**src/rtl/fib_arb_pkg.sv**
```systemverilog
// Shared definitions for the Fibonacci-engine request arbiter.
package fib_arb_pkg;

  typedef enum logic [1:0] {
    ST_IDLE  = 2'd0,
    ST_ISSUE = 2'd1,
    ST_WAIT  = 2'd2,
    ST_RESP  = 2'd3
  } arb_state_t;

  localparam int IDX_W       = 5;
  localparam int DATA_W      = 20;
  localparam int DEF_MAX_IDX = 30;

endpackage

```
**src/rtl/rr_picker.sv**
```systemverilog
// Round-robin selector: first set request at or above ptr, wrapping to 0.
module rr_picker #(
  parameter int NUM_REQ = 4,
  parameter int PTR_W   = $clog2(NUM_REQ)
) (
  input  logic [NUM_REQ-1:0] req,
  input  logic [PTR_W-1:0]   ptr,
  output logic               vld,
  output logic [PTR_W-1:0]   sel
);

  logic [2*NUM_REQ-1:0] dbl;
  logic [NUM_REQ-1:0]   rot;
  logic [PTR_W-1:0]     off;
  logic [PTR_W:0]       sum;

  always_comb begin
    dbl = {req, req} >> ptr;
    rot = dbl[NUM_REQ-1:0];
    off = '0;
    // scan downward so the nearest requester after ptr wins
    for (int j = NUM_REQ - 1; j >= 0; j--) begin
      if (rot[j]) off = PTR_W'(j);
    end
    sum = {1'b0, ptr} + {1'b0, off};
    if (sum >= (PTR_W+1)'(NUM_REQ)) sum = sum - (PTR_W+1)'(NUM_REQ);
    sel = sum[PTR_W-1:0];
    vld = |req;
  end

endmodule

```
**src/rtl/fib_req_arbiter.sv**
```systemverilog
// Shares one Fibonacci engine between NUM_REQ requesters with round-robin
// arbitration, index range check and a completion timeout.
module fib_req_arbiter
  import fib_arb_pkg::*;
#(
  parameter int NUM_REQ     = 4,
  parameter int MAX_IDX     = DEF_MAX_IDX,
  parameter int TIMEOUT_CYC = 64
) (
  input  logic                     clk,
  input  logic                     reset,
  input  logic [NUM_REQ-1:0]       req,
  input  logic [NUM_REQ*IDX_W-1:0] req_idx,
  output logic [NUM_REQ-1:0]       gnt,
  output logic [NUM_REQ-1:0]       resp_valid,
  output logic [DATA_W-1:0]        resp_data,
  output logic                     resp_err,
  output logic                     busy,
  output logic                     fib_start,
  output logic [IDX_W-1:0]         fib_i,
  input  logic                     fib_ready,
  input  logic                     fib_done_tick,
  input  logic [DATA_W-1:0]        fib_f
);

  localparam int PTR_W = (NUM_REQ > 1) ? $clog2(NUM_REQ) : 1;
  localparam int CNT_W = $clog2(TIMEOUT_CYC) + 1;
  localparam logic [IDX_W-1:0] MAX_IDX_L = IDX_W'(MAX_IDX);
  localparam logic [CNT_W-1:0] CNT_LAST  = CNT_W'(TIMEOUT_CYC - 1);

  arb_state_t       state, state_nxt;
  logic [PTR_W-1:0] rr_ptr;
  logic [PTR_W-1:0] owner;
  logic [IDX_W-1:0] idx_q;
  logic [CNT_W-1:0] cnt;
  logic             pick_vld;
  logic [PTR_W-1:0] pick_sel;
  logic [IDX_W-1:0] pick_idx;
  logic             idx_ok;

  rr_picker #(
    .NUM_REQ (NUM_REQ),
    .PTR_W   (PTR_W)
  ) u_picker (
    .req (req),
    .ptr (rr_ptr),
    .vld (pick_vld),
    .sel (pick_sel)
  );

  assign idx_ok = (idx_q <= MAX_IDX_L);

  // Decoded purely from registered state so the pulses carry no input paths
  assign gnt        = (state == ST_ISSUE) ? (NUM_REQ'(1) << owner) : '0;
  assign resp_valid = (state == ST_RESP)  ? (NUM_REQ'(1) << owner) : '0;
  assign fib_start  = (state == ST_ISSUE) && idx_ok;

  always_comb begin
    state_nxt = state;
    pick_idx  = '0;
    for (int k = 0; k < NUM_REQ; k++) begin
      if (pick_sel == PTR_W'(k)) pick_idx = req_idx[k*IDX_W +: IDX_W];
    end
    case (state)
      ST_IDLE:  if (fib_ready && pick_vld) state_nxt = ST_ISSUE;
      ST_ISSUE: state_nxt = idx_ok ? ST_WAIT : ST_RESP;
      ST_WAIT:  if (fib_done_tick || (cnt == CNT_LAST)) state_nxt = ST_RESP;
      ST_RESP:  state_nxt = ST_IDLE;
      default:  state_nxt = ST_IDLE;
    endcase
  end

  always_ff @(posedge clk or negedge reset) begin
    if (!reset) begin
      state     <= ST_IDLE;
      rr_ptr    <= '0;
      owner     <= '0;
      idx_q     <= '0;
      cnt       <= '0;
      resp_data <= '0;
      resp_err  <= 1'b0;
      busy      <= 1'b0;
      fib_i     <= '0;
    end else begin
      state <= state_nxt;
      busy  <= (state_nxt != ST_IDLE);
      case (state)
        ST_IDLE: begin
          if (state_nxt == ST_ISSUE) begin
            owner <= pick_sel;
            idx_q <= pick_idx;
            // fib_i only ever shows indices actually sent to the engine
            if (pick_idx <= MAX_IDX_L) fib_i <= pick_idx;
          end
        end
        ST_ISSUE: begin
          rr_ptr <= (owner == PTR_W'(NUM_REQ - 1)) ? '0 : owner + PTR_W'(1);
          cnt    <= '0;
          if (!idx_ok) begin
            resp_err  <= 1'b1;
            resp_data <= '0;
          end
        end
        ST_WAIT: begin
          if (fib_done_tick) begin
            resp_data <= fib_f;
            resp_err  <= 1'b0;
          end else if (cnt == CNT_LAST) begin
            resp_data <= '0;
            resp_err  <= 1'b1;
          end else begin
            cnt <= cnt + CNT_W'(1);
          end
        end
        default: ;
      endcase
    end
  end

endmodule

```
**config.mk**
```make
export PLATFORM = sky130hd
export DESIGN_NAME = fib_req_arbiter
export DESIGN_NICKNAME = d
export VERILOG_FILES = /design/src/rtl/fib_arb_pkg.sv /design/src/rtl/rr_picker.sv /design/src/rtl/fib_req_arbiter.sv
export SDC_FILE = /design/constraint.sdc
export NUM_CORES = 1
export LEC_CHECK = 0
export ABC_CLOCK_PERIOD_IN_PS = 3200
export CAP_MARGIN = 20
export CORE_UTILIZATION = 46
export CTS_CLUSTER_DIAMETER = 50
export DETAILED_ROUTE_END_ITERATION = 10
export GPL_TIMING_DRIVEN = 0
export PLACE_DENSITY_LB_ADDON = 0.05
export SLEW_MARGIN = 20
export SYNTH_ARGS = -nofsm -noshare
export SYNTH_HDL_FRONTEND = slang
export SYNTH_SLANG_ARGS = --single-unit
```
**constraint.sdc**
```tcl
create_clock -name clk -period 3.2 [get_ports clk]
set_input_delay 0.64 -clock clk [delete_from_list [all_inputs] [get_ports clk]]
set_output_delay 0.64 -clock clk [all_outputs]
set_load 0.03 [all_outputs]
```
Yosys cells after proc, flatten, opt, wreduce, memory -nomap -nowiden. Index checks and enable logic that the tools add are counted.

Reduce and logical (&&, ||, !) cells: 12. Eq/ne operators: 13. Mux-type cells: 27. Shift operators: 2. $lt $le $gt $ge: 3. $add $sub $neg: 4.

Operators with widths (count): $mux 20 (3); $pmux 20 s2 (1); $mux 5 (4); $mux 2 (8); $mux 7 (2); $pmux 7 s2 (1); $eq 2x2->1 const B (5); $le 5x5->1 const B (2); $reduce_and 3->1 (3); $mux 4 (2); $pmux 2 s4 (1); $shr 8x2->4 (1); $add 7x1->7 const B (1); $eq 7x6->1 const B (1); $eq 2x1->1 const B (3); $ne 2x2->1 const B (3); $logic_not 2->1 (2); $mux 1 (4); $reduce_bool 2->1 (2); $reduce_or 4->1 (1); $shl 1x2->4 const A (1); $add 2x2->3 (1); $ge 3x3->1 const B (1); $ne 3x3->1 const B (1); 6 further kinds (7).

Logic and storage cells: 70. Register bits: 45. Output and inout bits: 36. Input bits: 48.

Longest topological paths before layout. Gate-level depths: netlist of the first run.

Depth in word-level cells: 15. Mapped depth: 12. Depth with buffers taken out: 12.

Modules after synthesis. From an unflattened synthesis of the first run, not the netlist that was laid out.

Cell total of the unflattened synthesis: 212. Area, all modules: 2369.8 µm².

By module, submodules not included: fib_req_arbiter (cells an instance 185, sequential area each 1126.1 µm², times used 1, area an instance 2190.9 µm²); rr_picker (cells an instance 27, sequential area each 0.0 µm², times used 1, area an instance 178.9 µm²).

Worst setup path before layout of the first run. Ideal clock, no wire load.

Path kind: input -> register. Start point: input req[3]. End point: register fib_i[4]. Arrival: 2.477 ns. Buffers on the path: 0. Required time: 3.089 ns. Setup slack: 0.612 ns. Cell stages on the path: 11. Setup time: 0.111 ns. Path through: inv_1 -> nand3_1 -> o311ai_0 -> o21ai_0 -> o221ai_1 -> ha_1 -> xnor2_1 -> nand4_1 -> nor2b_4 -> mux2_4 -> a2111oi_2.

Word-level cells in the longest chain between the ends: 15. Elaborated cells between the ends (all ways): 24. Those cells by class: 2 x add/sub; 2 x order compare; 4 x eq/ne; 1 x shift; 11 x mux; 4 x reduce/logical.

RTL lines: start: declaration (RTL line fib_req_arbiter.sv:12) `input logic [NUM_REQ-1:0] req,`; $shr 8x2->4 (RTL line rr_picker.sv:18) `dbl = {req, req} >> ptr;`; $mux 2 (4 in series) (RTL line rr_picker.sv:23) `if (rot[j]) off = PTR_W'(j);`; $add 2x2->3 (RTL line rr_picker.sv:25) `sum = {1'b0, ptr} + {1'b0, off};`; $ge 3x3->1 or $sub 2x1->2 (tied branches) (RTL line rr_picker.sv:26) `if (sum >= (PTR_W+1)'(NUM_REQ)) sum = sum - (PTR_W+1)'(NUM_REQ);`; $mux 2 (RTL line rr_picker.sv:26); $logic_not 2->1 (RTL line fib_req_arbiter.sv:62) `if (pick_sel == PTR_W'(k)) pick_idx = req_idx[k*IDX_W +: IDX_W];`; $mux 5 (4 in series) (RTL line fib_req_arbiter.sv:62); $le 5x5->1 (RTL line fib_req_arbiter.sv:93) `if (pick_idx <= MAX_IDX_L) fib_i <= pick_idx;`; $reduce_and 3->1 (no line); end signal: assignment (RTL line fib_req_arbiter.sv:93); end: declaration (RTL line fib_req_arbiter.sv:20) `output logic [IDX_W-1:0] fib_i,`.

Parallel ways exist; a longest one is shown, timed or not. A chain may end at the register's enable or synchronous reset.

Worst setup path after layout of the first run. Ends and elaborated chain as after synthesis.

==> results of run 1 <==
==> power by group <==
group	switching (µW)	total, µW	internal (µW)
Clock	185	420	234
Combinational	1180	2190	1010
Sequential	139	930	791
==> worst reg2reg max path, cell delays in order, from the launching register on <==
cell and delay (ns):
dfrtp_1 0.42, buf_6 0.16, nand2b_1 0.10, o22ai_1 0.07, o21ai_0 0.22, o221ai_2 0.15, ha_4 0.18, xnor2_2 0.20
nand4_1 0.15, nor2b_4 0.17, mux2_4 0.32, a2111oi_2 0.35
==> per-stage QoR <==
stage	hold WS (ns)	setup TNS, ns	utilization, %
2_1_floorplan	0.344	0	-
3_3_place_gp	0.461	-1.20	66.0
3_5_place_dp	0.466	-1.28	66.3
4_1_cts	0.263	0	68.4
5_1_grt	0.265	0	69.6
6_report	0.260	0	69.6
==> flip-flops by register name, indices dropped and copies added, names as in the netlist <==
name,flops
resp_data,20
cnt,7
fib_i,5
idx_q,5
owner,2
rr_ptr,2
state,2
busy,1
resp_err,1
==> cells by family after synthesis <==
kind of cell	share of synthesized area [%]
DFF	45.2
AOI/OAI and AO/OA	20.8
adders and majority gates	5.02
buffers and inverters	4.62
xor gates and xnor gates	0.351
muxes	7.23
and+or+nand+nor	16.9
==> metal layers <==
metal	up-vias	part of all wire, %	wire (µm)
li1	1059	-	-
met1	1019	48	2670
met2	51	47	2650
met3	5	4.1	227
met4	0	0.91	51
met5	-	0	0
==> final cells by class <==
| class | instances | area share (%) |
|---|---|---|
| Tap cell | 70 | 2.43 |
| Multi-Input combinational cell | 170 | 36.3 |
| Inverter | 13 | 1.36 |
| Timing Repair Buffer | 84 | 23.5 |
| Sequential cell | 45 | 31.3 |
| Clock buffer | 6 | 2.02 |
| Buffer | 12 | 2.02 |
| Clock inverter | 2 | 1.08 |
==> final timing paths <==
check | cells past startpoint | slack, ns | to | start
min reg2reg | 2 | 0.48 | idx_q[0] | idx_q[0]
max | 12 | 0.23 | fib_i[4] | req[3]
min | 1 | 0.26 | resp_data[15] | reset
max reg2reg | 11 | 0.60 | fib_i[4] | rr_ptr[0]
min in group clk | 2 | 0.48 | idx_q[0] | idx_q[0]
max in group asynchronous | 2 | 2.46 | state[1] | reset
==> cell usage after synthesis, types with 6 or more instances <==
cell type / count
nand2_1: 19
clkbuf_1: 7
o21ai_0: 14
mux2i_1: 9
nand3_1: 6
and2_1: 9
inv_1: 13
nor3_1: 6
dfrtp_1: 45
a21oi_1: 9
ha_1: 10
nor2_1: 7
a22o_1: 22
==> what timing repair did <==
item / 4_1_cts / 5_1_grt
buffers inserted: 0 / 0
resized for setup: 0 / 13
endpoints found under the setup margin: 0 / 8
==> summary.txt, run 1 <==
GRT
  • Grt met3 use: 4.89%
  • Gr usage total: 21.5%
  • Initial antenna violation count: 0
  • Met1 Track Usage GR: 30.4%
  • Vias in the first global route: 2000
  • M2 GR Usage: 33.4%
  • Gr ovfl total: 0
  • GR peak layer: met2
  • Global-route wire length before repair: about 9.2 mm
  • Largest net degree at the start of global routing: 32

Floorplan
  • Die area: ~0.0057 mm²
  • Die Wd: between 70 and 80 µm
  • Core region area: approximately 0.0052 mm²
  • Initial core utilization: about half
  • # rows: 26
  • I/O Pins: 84
  • Die Y: 75.6 µm

Cells and area
  • FF/Latch Area: 0.00113 mm²
  • Final std cells w/o fill: 402
  • Multi-input gate area: between 0.001 and 0.0015 mm²
  • Fillers: 419
  • Layout cells sized above 1: ~11%
  • # nets final: 389
  • Most frequent cells in the layout: clkdlybuf4s50_1, dfrtp_1, a22o_1
  • Inserted Diodes: 0
  • Post-route cell area: 0.00360 mm²
  • Commonest non-fill, non-tap cell in the layout: clkdlybuf4s50_1
  • Area grow syn2layout: 44.4%

Synth
  • Ys flop type: dfrtp_1
  • Sequential fraction of the synthesis area: 45.2%
  • Post-synth top area share: 45.2%
  • Top post-synthesis cells by area: dfrtp_1, a22o_1, ha_1, mux2i_1, nand2_1
  • Post-synth top area cell: dfrtp_1
  • Async set or reset register ratio after synthesis: 100%
  • Synthesized cell area: 0.00249 mm²
  • Post-Syn Nets: approximately 300
  • Avg Cell Area, Syn: 10.4 µm²
  • Number of synthesized flops with an enable pin: 0
  • Yosys warning total: 0
  • Cell variety after synth: 51
  • FF+latch count, synth: 45
  • Cells after Synth: between 200 and 250

Worst setup path
  • Crit. End Element: flop
  • CP Cell Sequence: clkdlybuf4s50_1 -> inv_1 -> nand3_1 -> o311ai_0 -> o21ai_0 -> o221ai_2 -> ha_4 -> xnor2_2 -> nand4_1 -> nor2b_4 -> mux2_4 -> a2111oi_2
  • Kind of cell adding the most delay to the critical path: compound AO/OA/AOI/OAI gates
  • Worst stage delay on the critical path: 0.54 ns
  • CP max-delay cell: clkdlybuf4s50_1
  • Crit start category: input port
  • Crit Path Class: in -> reg
  • CP Data Arrival Time: 3.16 ns
  • WP buf/inv: 2
  • CP max FO: 5
  • Critical path required time: 3.38 ns

Outcome
  • Status: completed

Routing
  • Remaining antenna violation count after routing: 0
  • Initial drt markers: 56
  • First-pass detailed-route iteration total: 4
  • Total wire length: 5.60 mm
  • WL/cell: 13.9 µm
  • DRC Markers: 0
  • Vias/cell: 5.31
  • DR vias: 2134

STA
  • Slew HR: 60.6%
  • Clock Skews: 0.00970 ns
  • Fmax: 336 MHz
  • RSZ-0062 raised after global routing: no
  • Post-route clock period utilization: 92.9%
  • # setup viols final: 0
  • Min cycle time layout: between 2 and 3 ns
  • Final Max Tran Viols: 0
  • Final Hold Viols: 0
  • Least-Margin Pin Slew: roughly 0.59 ns
  • Final setup margin: 0.228 ns

Placement
  • Final Wtd Congestion: 0.807
  • Inst Count DP: 394
  • Pre-CTS setup slack: -0.230 ns
  • HPWL after DPL: between 4 and 5 mm
  • Port bufs: 83
  • Area after DPL: 0.00343 mm²

Power
  • Pleak: 0.00156 µW
  • Final Power: 3540 µW
  • Maximum VDD drop: 0.000616 V
  • Power Density: between 900 and 1000 mW/mm²

CTS
  • Clock slew at reported path FFs: 0.09 ns
  • Maximum root-to-sink buffer count: 2
  • CTS Sinks: 45
  • Hold_buf cts: 0
  • Worst skew pair latency: between 0.2 and 0.3 ns
  • Depth of the CTS H-tree: 2
  • Total CTS buffers: 5
  • CTS tree: done
  • CTS root buffer: clkbuf_8

Flow run
  • Max-Cap Viols: 0

Min path
  • Hold WC Path Type: in -> async
Power figures use the tool's default switching activity.
==> run 2: changes to the inputs <==
ABC_AREA = 1   (was not set)
SLEW_MARGIN = 5   (was 20)
==> summary.txt, run 2 <==
Synth
  • Compound-gate portion of the synthesized area: a little under an eighth
  • Cell variety after synth: 34
  • Synth cell count leaders: nand2_1, dfrtp_1, inv_1
  • Largest family of logic cells by synthesized area: simple AND/OR/NAND/NOR gates
  • FF+latch count, synth: 45
  • Most frequent cell after synthesis: nand2_1
  • Avg Cell Area, Syn: slightly below 9 µm²
  • Sequential fraction of the synthesis area: 45.6%
  • Simple-gate share of the synthesized area: 30.2%
  • Adder-cell area share of the yosys netlist: between 5 and 6%
  • Post-synth top area cell: dfrtp_1
  • Number of synthesized flops with an enable pin: 0
  • Post-Syn Nets: 339
  • Cells after Synth: 281
  • Area share of xor/xnor cells in the synthesized design: 0.355%
  • Post-synth top area share: 45.6%
  • Async set or reset register ratio after synthesis: 100%
  • Ys flop type: dfrtp_1
  • Yosys warning total: 0
  • Top post-synthesis cells by area: dfrtp_1, nand2_1, a22o_1, ha_1, inv_1
  • Mux share of post-synthesis cell area: 0%
  • Synthesized cell area: 0.00247 mm²

STA
  • Final setup margin: 0.287 ns
  • Final Hold Viols: 0
  • Clock Skews: 0.0109 ns
  • Slew HR: 63.8%
  • # setup viols final: 0
  • Post-route clock period utilization: 91.0%
  • Fmax: 343 MHz
  • Least-Margin Pin Slew: 0.543 ns
  • Min cycle time layout: 2.91 ns
  • RSZ-0062 raised after global routing: no
  • Final Max Tran Viols: 0

Power
  • Clock power share: a little over a tenth
  • Pleak: 0.00171 µW
  • Net Sw Frac: 48.8%
  • Power Density: 1120 mW/mm²
  • Final Power: 3950 µW
  • Reg power frac: 24.7%
  • Combinational Power Share: 64.4%
  • Maximum VDD drop: 0.000622 V
  • Sw Pwr: approximately 1900 µW
  • Internal power: 2020 µW

Placement
  • HPWL after DPL: 4.13 mm
  • Area after DPL: around 0.0034 mm²
  • Final Wtd Congestion: around 0.7
  • Pre-CTS setup slack: -0.0290 ns
  • Port bufs: 83
  • Inst Count DP: 435

GRT
  • Largest net degree at the start of global routing: 25
  • Gr ovfl total: 0
  • Initial antenna violation count: 0
  • Vias in the first global route: 2091
  • Gr usage total: 20.4%
  • Global-route wire length before repair: 8.67 mm

Routing
  • DRC Markers: 0
  • WL/cell: roughly 12 µm
  • DR vias: 2161
  • First-pass detailed-route iteration total: 4
  • Initial drt markers: 85
  • Total wire length: 5.39 mm
  • Remaining antenna violation count after routing: 0
  • Vias/cell: 4.88

Floorplan
  • Core region area: 0.00514 mm²
  • Die area: 0.00566 mm²
  • Die Wd: 75.3 µm
  • I/O Pins: 84
  • Die Y: 75.3 µm
  • Initial core utilization: 48.0%
  • # rows: 26

Outcome
  • Status: completed

CTS
  • Maximum root-to-sink buffer count: 2
  • Total CTS buffers: 5
  • Number of gates resized after CTS: 0
  • CTS Sinks: 45
  • Setup bufs post-CTS: 0
  • Hold_buf cts: 0
  • Depth of the CTS H-tree: 2
  • CTS root buffer: clkbuf_8
  • CTS tree: done
  • Clock slew at reported path FFs: about 0.090 ns
  • Worst skew pair latency: 0.30 ns

Cells and area
  • # nets final: between 400 and 500
  • Layout cells sized above 1: 12.1%
  • Final std cells w/o fill: 443
  • Post-route cell area: 0.00352 mm²
  • Max FFs per register: 20
  • Area grow syn2layout: 42.8%
  • Inserted Diodes: 0
  • Top flop regs: resp_data: 20 flops, cnt: 7 flops
  • Layout Utilization: approximately two thirds
  • Largest Register: resp_data
  • Commonest non-fill, non-tap cell in the layout: clkdlybuf4s50_1
  • Most frequent cells in the layout: clkdlybuf4s50_1, nand2_1, dfrtp_1

Flow run
  • Max-Cap Viols: 0

Worst setup path
  • CP Data Arrival Time: ~3.1 ns
  • CP max FO: 10
  • Crit. End Element: flop
  • Worst stage delay on the critical path: 0.50 ns
  • Crit Path Class: in -> reg
  • Most used cell along the critical path: nand2_1
  • CP max-delay cell: clkdlybuf4s50_1
  • Crit start category: input port
  • Critical path required time: 3.40 ns
  • CP Cell Sequence: clkdlybuf4s50_1 -> nand2_1 -> nand3_1 -> nand2_1 -> nand3_1 -> a21boi_0 -> ha_1 -> xnor2_1 -> inv_1 -> nand2_8 -> nand2_8 -> nand3_1 -> nand4_1 -> nand2_1 -> inv_1 -> nand2_4 -> nand2_4 -> nand2_1 -> nand2_1

Min path
  • Hold WC Path Type: in -> async
run 2: changes by cell type in the layout (fill, tap and decap cells not counted), sizes merged, moves of 7 or more:
cell	before	now
nand2	19	84
inv	13	35
nand3	6	25
and2	9	0
mux2i	9	0
o21ai	18	10
mux2	7	0
run 2: worst paths after layout:
path | startpoint | to | slack, ns | cells after the start
setup / recovery | req[1] | fib_i[4] | 0.29 | 19
hold / removal | reset | fib_i[3] | 0.31 | 1
setup reg to reg | rr_ptr[0] | fib_i[4] | 0.60 | 19
hold reg to reg | idx_q[3] | idx_q[3] | 0.48 | 2
max in group asynchronous | reset | resp_data[6] | 2.38 | 2
min in group clk | idx_q[3] | idx_q[3] | 0.48 | 2
run 2: per-layer routing:
layer / wire length (µm) / vias up / share of wire (%) / global-route usage (%)
met3: 424 / 4 / 7.9 / 7.10
li1: - / 1109 / - / -
met2: 2550 / 68 / 47 / 35.1
met1: 2360 / 980 / 44 / 23.8
met5: 0 / - / 0 / 0
met4: 48 / 0 / 0.89 / 6.79
run 2: area by class of cell:
type / instances / area [µm²]
clock inverter: 3 / 46.3
sequential: 45 / 1130
tap: 70 / 87.6
timing repair buffer: 84 / 853
inverter: 38 / 149
clock buffer: 5 / 68.8
multi-input combinational: 191 / 1160
fill: 444 / 1620
buffer: 7 / 30.0
run 2: power by group through the flow:
stage / logic [µW] / registers (µW) / clock network (µW)
final: 2540 / 976 / 431
after global routing: 2780 / 1010 / 467
after CTS: 2560 / 977 / 444
after detailed placement: 2550 / 978 / 0
after global placement: 2510 / 980 / 0
after floorplan: 1500 / 1290 / 0
run 2: critical path, delay by kind of cell:
family / cells / cell delay (ns)
xor gates and xnor gates: 1 / 0.27
and+or+nand+nor: 13 / 1.20
AOI/OAI and AO/OA: 1 / 0.08
adders and majority gates: 1 / 0.19
buffers and inverters: 3 / 0.72
run 2: per-stage QoR:
stage          TNS, ns  hold slack, ns
5_1_grt              0           0.342
3_3_place_gp   -0.0877           0.458
4_1_cts              0           0.326
3_5_place_dp    -0.123           0.468
6_report             0           0.310
2_1_floorplan        0           0.344
run 2: logic make-up after synthesis:
logic type                 after synthesis
xor gates and xnor gates                 1
AOI/OAI and AO/OA                       38
adders and majority gates               10
buffers and inverters                   45
DFF                                     45
and+or+nand+nor                        142
==> patch 1 (settings of run 1) <==
The parameter `TIMEOUT_CYC` goes from 64 to 128.
--- a/src/rtl/fib_req_arbiter.sv
+++ b/src/rtl/fib_req_arbiter.sv
@@ -5,7 +5,7 @@
 #(
   parameter int NUM_REQ     = 4,
   parameter int MAX_IDX     = DEF_MAX_IDX,
-  parameter int TIMEOUT_CYC = 64
+  parameter int TIMEOUT_CYC = 128
 ) (
   input  logic                     clk,
   input  logic                     reset,
Function: same outputs for any inputs over 10 cycles, from zero or initial values and one cycle with reset low; that may be too few to reach the edited logic, so the function may still have changed.
==> patch 1 against run 1 <==
- worst setup slack worse by 0.035 ns
- maximum frequency shrank 1.2%
- total power up 6.8%
- sequential power grew 2%
- synthesized area is 11% higher
- design area rose by 8.3%
- routed wire length grew 24%
- register-to-register slack worse by 0.35 ns
- sequential cell count grew 1
- sequential share of layout area shrank 1.8 points
- critical path type unchanged
- largest cell class unchanged
- largest power group unchanged
==> patch 1: results <==
set metrics [dict create \
    dr_wl_met3_um 388 \
    syn-num-nets 341 \
    timing.rr.start "rr_ptr[1]" \
    hpwl_mm 5.26 \
    grt_pass1_vias 2315 \
    synthTopCellsByCount "46 x dfrtp_1, 26 x nand2_1, 21 x a22o_1, 16 x o21ai_0" \
    drive_gt1_share_pct 11.3 \
    synth_compound_area_share_pct 25.5 \
    relSlewSlack_pct 54.7 \
    netlist_top_cells_area "dfrtp_1 42%, a22o_1 6.7%, ha_1 4.5%" \
    arrival_ns 3.19 \
    antenna_found_initial 0 \
    fmaxAchievable_mhz 332 \
    slowest_delay_ns 0.42 \
    grt_max_degree 26 \
    leakage_uw 0.00163 \
    synth.distinct_cells 54 \
    wl_met1_mm 3.29 \
    cts_hold_buffers 0 \
    peakVddDrop_v 0.000601 \
    rrSetupSlack_ns 0.25 \
    gp_congestion 0.901 \
    wl_per_cell_um 15.4 \
    skew_ns 0.00514 \
    outcome "complete, no violations" \
    dr.first_iter.drc_count 164 \
    grt_pass1_wl_mm 11.2 \
    final_net_count 436 \
    filler_cell_count 435 \
    ys_seq_area_share_pct 41.8 \
    timing.rr.end "fib_i[3]" \
    crit_fanout 8 \
    dr_wl_met2_mm 3.21 \
    dr.pass1.iters 5 \
    insertedDiodeCount 0 \
    portBuffers 81 \
    slowest_stage "a2111oi_4" \
    reg_top3 "resp_data x20, cnt x8" \
    track_usage_pct 22.8 \
    r2r_cells 13 \
    vias 2594 \
    synthXorXnorAreaFrac_pct 1.54 \
    synthMuxAreaShare_pct 3.99 \
    pre_cts_ws_ns -0.985 \
    synthAdderAreaFrac_pct 4.54 \
    root_buffer "clkbuf_8" \
]
## patch 1: where the power goes
part | leakage, uW | internal [uW] | switching, uW
sequential | 0.000585 | 799 | 152
clock | 0.0000482 | 174 | 183
combinational | 0.00100 | 1070 | 1400
total | 0.00163 | 2040 | 1740
## patch 1: metrics by stage
stage                     utilization [%]  instance area (um2)  cells  TNS, ns
after floorplan                         -                 2770    283        0
after global placement               65.1                 3670    436    -8.11
after detailed placement             65.3                 3690    437    -8.74
after CTS                            68.9                 3890    451        0
after global routing                 69.1                 3900    451        0
final                                69.1                 3900    451        0
## patch 1: final cells by class
cell class / instances / area (um2) / area share [%]
plain buffers: 13 / 72.6 / 1.86
clock buffers: 7 / 86.3 / 2.21
clock inverters: 1 / 5.00 / 0.128
inverters: 13 / 48.8 / 1.25
multi-input cells: 211 / 1580 / 40.6
flip-flops and latches: 46 / 1150 / 29.5
well taps: 72 / 90.1 / 2.31
repair buffers: 88 / 865 / 22.2
## patch 1: repair_timing
item / 4_1_cts / 5_1_grt
pin swaps: 4 / 3
resized for setup: 13 / 7
buffers inserted: 6 / 0
gates cloned: 0 / 0
setup endpoints to repair: 12 / 9
## patch 1: worst min-delay path by stage
| stage | slack (ns) | cells after the start | to | startpoint |
|---|---|---|---|---|
| floorplan | 0.34 | 0 | busy | reset |
| detailed placement | 0.49 | 2 | idx_q[1] | idx_q[1] |
| global placement | 0.47 | 2 | idx_q[1] | idx_q[1] |
| finish | 0.30 | 1 | rr_ptr[1] | reset |
| CTS | 0.32 | 1 | cnt[0] | reset |
| global route | 0.33 | 1 | cnt[4] | reset |
## patch 1: per-layer routing
layer / vias up / GRT usage [%]
li1: 1257 / -
met1: 1234 / 33.1
met2: 97 / 34.9
met3: 6 / 4.11
met4: 0 / 5.82
met5: - / 0
==> patch 2 (settings of run 1) <==
Without the edit above. Register the output `resp_err` once more, cleared by the reset; this adds one clock of latency there. The other outputs are not delayed to match.
--- a/src/rtl/fib_req_arbiter.sv
+++ b/src/rtl/fib_req_arbiter.sv
@@ -27,6 +27,8 @@
   localparam int CNT_W = $clog2(TIMEOUT_CYC) + 1;
   localparam logic [IDX_W-1:0] MAX_IDX_L = IDX_W'(MAX_IDX);
   localparam logic [CNT_W-1:0] CNT_LAST  = CNT_W'(TIMEOUT_CYC - 1);
+
+  logic resp_err_s0;
 
   arb_state_t       state, state_nxt;
   logic [PTR_W-1:0] rr_ptr;
@@ -78,7 +80,7 @@
       idx_q     <= '0;
       cnt       <= '0;
       resp_data <= '0;
-      resp_err  <= 1'b0;
+      resp_err_s0 <= 1'b0;
       busy      <= 1'b0;
       fib_i     <= '0;
     end else begin
@@ -97,17 +99,17 @@
           rr_ptr <= (owner == PTR_W'(NUM_REQ - 1)) ? '0 : owner + PTR_W'(1);
           cnt    <= '0;
           if (!idx_ok) begin
-            resp_err  <= 1'b1;
+            resp_err_s0 <= 1'b1;
             resp_data <= '0;
           end
         end
         ST_WAIT: begin
           if (fib_done_tick) begin
             resp_data <= fib_f;
-            resp_err  <= 1'b0;
+            resp_err_s0 <= 1'b0;
           end else if (cnt == CNT_LAST) begin
             resp_data <= '0;
-            resp_err  <= 1'b1;
+            resp_err_s0 <= 1'b1;
           end else begin
             cnt <= cnt + CNT_W'(1);
           end
@@ -117,5 +119,13 @@
     end
   end
 
+  always_ff @(posedge clk or negedge reset) begin
+    if (!reset) begin
+      resp_err <= '0;
+    end else begin
+      resp_err <= resp_err_s0;
+    end
+  end
+
 endmodule
 
Behaviour: not the same (a bounded check fails within 4 cycles, from zero or initial values and one cycle with reset low).
==> patch 2 against run 1 <==
- sequential power rose by 6.5%
- synthesized area grew 4.4%
- maximum frequency decreased by 0.49%
- critical path type unchanged
- clock skew down 0.0033 ns
- total power grew 8.0%
- worst setup slack worse by 0.015 ns
- die area is 4.2% higher
- register-to-register slack worse by 0.25 ns
- clock power down 15%
- largest power group unchanged
- worst hold slack improved by 0.12 ns
- routed wire length increased by 1.1%
- largest cell class unchanged
- count of clock-buffer cells in the layout grew 1
- design area increased by 2.7%
- critical endpoint is now idx_q[1]
- sequential cell count is 1 higher
==> patch 2: results <==
set metrics [dict create \
    cts_made_buffers 5 \
    rrSetupSlack_ns 0.35 \
    insertedDiodeCount 0 \
    final_net_count 391 \
    design_area_um2 3700 \
    dr.first_iter.drc_count 71 \
    hold_class "in -> async" \
    min_period_ns 2.99 \
    arrival_ns 3.17 \
    clk_latency_ns 0.29 \
    skew_ns 0.00641 \
    grt_max_degree 30 \
    ys_warn_count 0 \
    dpl.cell_count 397 \
    vias 2168 \
    placed_cell_area_um2 3550 \
    root_buffer "clkbuf_8" \
    outcome "complete, no violations" \
    critPathLaunch "req[1]" \
    synth.distinct_cells 53 \
    hpwl_mm 4.26 \
    ys_seq_area_share_pct 44.2 \
    dr.pass1.iters 4 \
    htreeDepth 2 \
    peakVddDrop_v 0.000501 \
    synth-main-ff-cell "dfrtp_1" \
    critPathCapture "idx_q[1]" \
    track_usage_pct 20.4 \
    timing.rr.start "rr_ptr[0]" \
    clockBufferDepth 2 \
    synthArstFlopShare_pct 100 \
    syn-num-nets 299 \
    grt_pass1_wl_mm 9.63 \
    leakage_uw 0.00162 \
    holdWs_ns 0.376 \
    synthCells 241 \
    synthTopCellsByCount "46 x dfrtp_1, 22 x a22o_1, 21 x nand2_1, 14 x nor2_1, 14 x o21ai_0" \
    finalWirelength_mm 5.66 \
    wl_per_cell_um 13.9 \
    reg_top3 "resp_data x20, cnt x7" \
    grt_pass1_vias 2080 \
    worst_pin_slew_ns 0.680 \
    pre_cts_ws_ns -0.707 \
    clk_pin_slew_ns 0.09 \
    netlist_top_cells_area "dfrtp_1 44%, a22o_1 7.4%, ha_1 4.8%" \
    crit_fanout 7 \
    r2r_cells 9 \
    filler_cell_count 458 \
    antenna_found_initial 0 \
    drive_gt1_share_pct 12.9 \
    gp_congestion 0.804 \
    portBuffers 83 \
]
[patch 2: changes by cell type after synthesis, moves of 3 or more]
| cell | change |
|---|---|
| a32oi_1 | -3 |
| and3b_1 | +4 |
| inv_1 | -3 |
| mux2_2 | +5 |
| mux2_4 | -3 |
| mux4_2 | +4 |
| nand2b_1 | -3 |
| nand4_1 | -3 |
| nor2_1 | +7 |
| nor3_1 | -4 |
| o21ai_1 | -3 |
[patch 2: where the power goes]
part | switching [uW] | internal, uW
clock | 184 | 174
combinational | 1310 | 1160
sequential | 153 | 837
total | 1650 | 2170
[patch 2: layout make-up]
cell class	instances	share of cell area [%]
buffer	12	2.06
timing repair buffer	85	23.3
tap	72	2.44
multi-input combinational	173	37.6
sequential	46	31.1
inverter	10	1.02
clock buffer	7	2.34
clock inverter	1	0.135
[patch 2: logic make-up after synthesis]
group,synth area share (%)
muxes,10.6
AOI/OAI and AO/OA,17.8
xor gates and xnor gates,1.73
DFF,44.2
and+or+nand+nor,16.4
adders and majority gates,4.81
buffers and inverters,4.38
[patch 2: layer usage]
layer  wire length (um)  track usage [%]  part of all wire, %  vias up
li1                   -                -                    -     1067
met1               2710             27.6                   48     1042
met2               2670             32.7                   47       54
met3                233             5.12                  4.1        5
met4                 41             4.53                 0.73        0
met5                  0                0                    0        -
[patch 2: critical path, stage by stage]
cell and delay (ns):
dlygate4sd2_1 0.35, or2b_1 0.26, o22ai_1 0.12, o21ai_0 0.09, o221ai_1 0.11, ha_2 0.29, xnor2_4 0.14, xnor2_4 0.31
mux4_2 0.58, mux2_2 0.28
[patch 2: what timing repair did]
item / 4_1_cts / 5_1_grt
setup buffers: 1 / 0
hold buffers: 0 / 0
resized for setup: 10 / 2
endpoints found under the setup margin: 8 / 8
endpoints found under the hold margin: 0 / 0
pin swaps: 2 / 1
